`src/rtl/wb_port_arbiter.sv`:
```
// wb_port_arbiter: shares the register-file write port between pipeline write-back and a long-latency source
module wb_port_arbiter #(
  parameter int MAX_WAIT = 3
) (
  input  logic        clk,
  input  logic        rst,
  input  logic        pipe_we_i,
  input  logic [4:0]  pipe_waddr_i,
  input  logic [31:0] pipe_wdata_i,
  input  logic        lu_valid_i,
  input  logic [4:0]  lu_waddr_i,
  input  logic [31:0] lu_wdata_i,
  output logic        lu_ready_o,
  output logic        stall_req_o,
  output logic        w_enable_o,
  output logic [4:0]  w_addr_o,
  output logic [31:0] w_data_o
);
  typedef enum logic {IDLE, HOLD} state_t;
  state_t      r_state, w_next;
  logic [4:0]  r_hold_addr;
  logic [31:0] r_hold_data;
  logic [3:0]  r_wait_cnt, w_wait_nxt, w_wait_inc;
  logic        w_pipe_req, w_force, w_capture;
  assign w_pipe_req  = pipe_we_i & (pipe_waddr_i != 5'd0);
  assign w_force     = lu_valid_i & (r_wait_cnt >= 4'(MAX_WAIT));
  assign w_wait_inc  = (r_wait_cnt >= 4'(MAX_WAIT)) ? r_wait_cnt : r_wait_cnt + 4'd1;
  assign stall_req_o = (r_state == HOLD);
  // Outputs are suppressed while rst is high so a parked write never lands during reset.
  always_comb begin
    w_next     = IDLE;
    w_wait_nxt = r_wait_cnt;
    w_capture  = 1'b0;
    lu_ready_o = 1'b0;
    w_enable_o = 1'b0;
    w_addr_o   = 5'd0;
    w_data_o   = 32'd0;
    if (rst) begin
      w_wait_nxt = 4'd0;
    end else if (r_state == HOLD) begin
      w_enable_o = 1'b1;
      w_addr_o   = r_hold_addr;
      w_data_o   = r_hold_data;
      w_wait_nxt = lu_valid_i ? w_wait_inc : r_wait_cnt;
    end else if (w_pipe_req && !w_force) begin
      w_enable_o = 1'b1;
      w_addr_o   = pipe_waddr_i;
      w_data_o   = pipe_wdata_i;
      w_wait_nxt = lu_valid_i ? w_wait_inc : r_wait_cnt;
    end else if (lu_valid_i) begin
      lu_ready_o = 1'b1;
      w_enable_o = (lu_waddr_i != 5'd0);
      w_addr_o   = w_enable_o ? lu_waddr_i : 5'd0;
      w_data_o   = w_enable_o ? lu_wdata_i : 32'd0;
      w_wait_nxt = 4'd0;
      w_capture  = w_pipe_req;
      w_next     = w_pipe_req ? HOLD : IDLE;
    end
  end
  always_ff @(posedge clk) begin
    if (rst) begin
      r_state     <= IDLE;
      r_hold_addr <= 5'd0;
      r_hold_data <= 32'd0;
      r_wait_cnt  <= 4'd0;
    end else begin
      r_state    <= w_next;
      r_wait_cnt <= w_wait_nxt;
      if (w_capture) begin
        r_hold_addr <= pipe_waddr_i;
        r_hold_data <= pipe_wdata_i;
      end
    end
  end
endmodule
```
`config.mk`:
```
export PLATFORM = sky130hd
export DESIGN_NAME = wb_port_arbiter
export DESIGN_NICKNAME = d
export VERILOG_FILES = /design/src/rtl/wb_port_arbiter.sv
export SDC_FILE = /design/constraint.sdc
export NUM_CORES = 1
export LEC_CHECK = 0
export CORE_UTILIZATION = 44
export DETAILED_ROUTE_END_ITERATION = 12
export HOLD_SLACK_MARGIN = 0.12
export PLACE_DENSITY = 0.86
export SLEW_MARGIN = 40
export SYNTH_ARGS = -nofsm -noshare
export SYNTH_HDL_FRONTEND = slang
export SYNTH_SLANG_ARGS = --single-unit
```
`constraint.sdc`:
```
create_clock -name clk -period 3.1 [get_ports clk]
set_clock_uncertainty 0.1 [all_clocks]
set_input_delay 0.31 -clock clk [delete_from_list [all_inputs] [get_ports clk]]
set_output_delay 0.31 -clock clk [all_outputs]
set_load 0.1 [all_outputs]
```
# == Word-level counts from Yosys, hierarchy flattened ==
# Cells that the tools add are included.
# word_totals
ff_bits,42
input_bits,78
output_inout_bits,40
elab_cells,43
# op_classes
n_addsub,1
order_cmp,1
mux,28
n_bitwise,3
n_reduce_logical,6
# op_table
op,n
32-bit 2-to-1 mux,5
5-bit 2-to-1 mux,5
4-bit 2-to-1 mux,5
1-bit 2-to-1 mux,13
5-bit nonzero test,2
"4-bit by 1-bit adder with 4-bit output, second input constant",1
"4-bit by 2-bit greater-or-equal comparator with 1-bit output, second input constant",1
4-bit OR reduction,1
3-bit nonzero test,1
1-bit bitwise AND,2
1-bit logical AND,1
1-bit logical NOT,1
1-bit NOT,1

# == Longest topological paths before layout ==
# logic_depth
depth_word,7
depth_mapped,8
ltp_nobuf,6

# == Worst setup path after synthesis ==
# OpenSTA, ideal clock, no wires.
# synth_path
path_type,reg2out
from,register r_state (netlist: stall_req_o)
to,output port w_addr_o[0]
arrival_ps,3911
t_required_ps,2690
setup_slack_ps,-1221
stages_incl_launch_ff,5
path_buffers,2
path_cell_list,dfxtp_1 buf_2 buf_1 a31oi_1 a221oi_1
# synth_between
elab_chain_len,2
# synth_rtl
element,line_no,rtl
"start, declared",20,"state_t r_state, w_next;"
"start signal, assigned",67,r_state <= w_next;
5-bit 2-to-1 mux,40,end else if (r_state == HOLD) begin
5-bit 2-to-1 mux,38,if (rst) begin
"end, declared",16,"output logic [4:0] w_addr_o,"
# No other way between the ends.

# == Final worst setup path ==
# layout_path
from,input port pipe_waddr_i[4]
to,output port w_data_o[7]
# layout_between
elab_chain_len,6
# layout_rtl
element,line_no,rtl
"start, declared",8,"input logic [4:0] pipe_waddr_i,"
5-bit nonzero test,25,assign w_pipe_req = pipe_we_i & (pipe_waddr_i != 5'd0);
1-bit bitwise AND,25,
1-bit logical AND,45,end else if (w_pipe_req && !w_force) begin
32-bit 2-to-1 mux,45,
32-bit 2-to-1 mux,40,
32-bit 2-to-1 mux,38,
"end, declared",17,output logic [31:0] w_data_o
# No other way between the ends.

==> impl_results.md <==
- Total power per unit cell area: 389 nW/um2
- Worst-Skew Late Latency: 0.29 ns
- Post-route DRC: 0
- Final setup viols: 0
- Top Metal Used: met4
- Flop pwr share: 32.2%
- Min Tclk post-route: 3.06 ns
- Post-CTS Hold Fix Bufs: 0
- Fmax: 327 MHz
- Distinct cell type count after synthesis: 40
- Root Buffer: clkbuf_8
- Fillcell total: 279
- Initial antenna violation count: 0
- Die span in x: 76.2 um
- Comb power frac: 36.5%
- Worst slew pin tran: 0.619 ns
- Core area: 5200 um2
- Startpoint Class: input pin
- Port Buf Inserts: 117
- Combinational family with the most area after synthesis: compound AO/OA/AOI/OAI gates
- Top cells by area, synth: dfxtp_1 (35%), a221o_1 (12%), nand2_1 (10%), and2_1 (7.7%), a21oi_1 (6.8%)
- Tot Pwr: 1.68 mW
- Hold Vio Cnt, Final: 0
- Syn-to-layout area delta: 78.5%
- Post-CTS Resized: 0
- Synthesized flop and latch total: 42
- Mapped cell area: 2420 um2
- Cell count after synthesis: 297
- Hold Path Cell Cnt: 2
- CTS sink cnt: 42
- P_int: 1.14 mW
- Final net count: 487
- Setup TNS: 0 ns
- Register area: 841 um2
- Num rows: 26
- Crit path DAT: 2.65 ns
- Slew HR: 58.4%
- Setup CP Type: in -> out
- CP Capture Type: primary output
- Largest net degree at the start of global routing: 32
- Register area share after synthesis: 34.7%
- Number of global-route vias before repair: 2677
- Clock transition at path regs: 0.07 ns
- Final std cells w/o fill: 479
- Synth warn: 0
- Most frequent cell after synthesis: nand2_1
- Vias/cell: 5.68
- Main synth FF type: dfxtp_1
- Post-synth EDFFs: 0
- Compound-gate portion of the synthesized area: 32.1%
- GRT Resource Usage Total: 27.9%
- Drt initial violations: 136
- First-pass GRT wire length: 13.2 mm
- CTS tree: done
- Sw Ratio: 32.1%
- Placer Congestion: 0.838
- Synth top area share: 34.7%
- Syn nets: 376
- Post-synth top area cell: dfxtp_1
- NetSw: 540 uW
- 1st-pass router iterations: 4
- Met2 wire len: 4.26 mm
- Async SR Flop Fraction: 0%
- Post-synth top cells: nand2_1 (65), dfxtp_1 (42), a21oi_1 (33)
- Post-DP HPWL: 5.83 mm
- Postcts setup bufs: 0
- DP Cell Count: 469
- Ports: 118
- Inserted Diodes: 0
- Initial cell density of the core: 46.6%
- Mux cell area share after synthesis: 0%
- WP data required: 2.69 ns
- Reg-to-reg slack, setup: 1.19 ns
- PnR worst setup slack: 0.0415 ns
- Max H-tree Level: 2
- Via count: 2723
- CP Max Fanout: 12
- WL met3: 396 um
- DIE HEIGHT: 76.2 um
- Place WS: 0.0531 ns
- Die area: 5810 um2
- Share of cells above drive strength 1: 20.5%
- Peak supply drop: 0.390 mV
- Period Utilization, post-route: 98.7%
- R2r worst-path depth: 7
- Metal-1 WL: 3.17 mm
- Maxcap violations: 0
- Syn_area_per_cell: 8.16 um2
- TritonCTS Buffers: 5
- WL/cell: 16.8 um
- Multi-input logic area: 1510 um2
- Power share of the clock group: 31.3%
- Overflow after GRT: 0
- XOR/XNOR Fraction of Synth Area: 0%
- Final Util: 83.1%
- Adder-Cell Fraction of Synth Area: 0.516%
- Slew Viols, Final: 0
- Final ANT Viol Nets: 0
- Static Leakage: 1.53 nW
- Class of the worst hold path: in -> reg
- Status: completed
- Total Routed Length: 8.03 mm
- Max clock buf depth: 2
- Simple-Gate Fraction of Synth Area: 23.8%
-- worst max-delay path, stage by stage --
cell,delay (ns)
clkdlybuf4s50_1,0.46
or4_4,0.61
o211ai_4,0.24
nor3_4,0.11
buf_6,0.19
buf_6,0.14
a221o_1,0.39
buf_12,0.18
-- logic make-up after synthesis --
logic type      Yosys count
compound gates           97
fa+ha+maj                 1
simple gates            117
flops                    42
buf+inv                  40
-- power groups by stage --
stage	clock, mW	sequential, mW	combinational (mW)
4_1_cts	0.535	0.542	0.613
5_1_grt	0.561	0.542	0.631
3_5_place_dp	0	0.555	0.612
6_report	0.526	0.542	0.614
3_3_place_gp	0	0.554	0.600
2_1_floorplan	0	0.554	0.336
-- sequential cells by signal, summed over array words and instances, names as in the netlist --
signal	cells
r_hold_data	32
r_hold_addr	5
r_wait_cnt	4
stall_req_o	1
-- cell type report --
cell class | instances | area share [%]
timing repair buffer | 132 | 39.3
multi-input combinational | 215 | 34.9
sequential | 42 | 19.4
tap | 70 | 2.02
clock buffer | 6 | 1.91
clock inverter | 2 | 1.39
inverter | 12 | 1.04
-- per-layer routing --
metal	vias to the layer above	global-route usage [%]
met5	-	0
met4	0	10.8
met3	19	5.39
met2	95	49.6
met1	1309	32.9
li1	1300	-
-- final timing paths --
path | start | end
setup / recovery | pipe_waddr_i[4] | w_data_o[7]
hold / removal | rst | r_wait_cnt[0]
setup reg to reg | r_wait_cnt[0] | r_hold_data[28]
hold reg to reg | r_hold_data[26] | r_hold_data[26]
-- cells in the final DEF, fill, tap and decap left out, types with 9 or more instances in the layout --
cell	instances
clkdlybuf4s50_1	76
nand2_1	65
dfxtp_1	42
buf_12	41
a21oi_1	33
and2_1	30
a221o_1	28
buf_4	12
inv_1	11
nand3_1	9
o31ai_1	9
-- through the flow --
| step | instance area, um2 | hold slack, ns |
|---|---|---|
| after floorplan | 2570 | 0.318 |
| after CTS | 4310 | 0.277 |
| after global placement | 4150 | 0.337 |
| after detailed placement | 4170 | 0.342 |
| after global routing | 4330 | 0.276 |
| final | 4330 | 0.285 |
No activity file was read; power rests on OpenSTA's default activity.
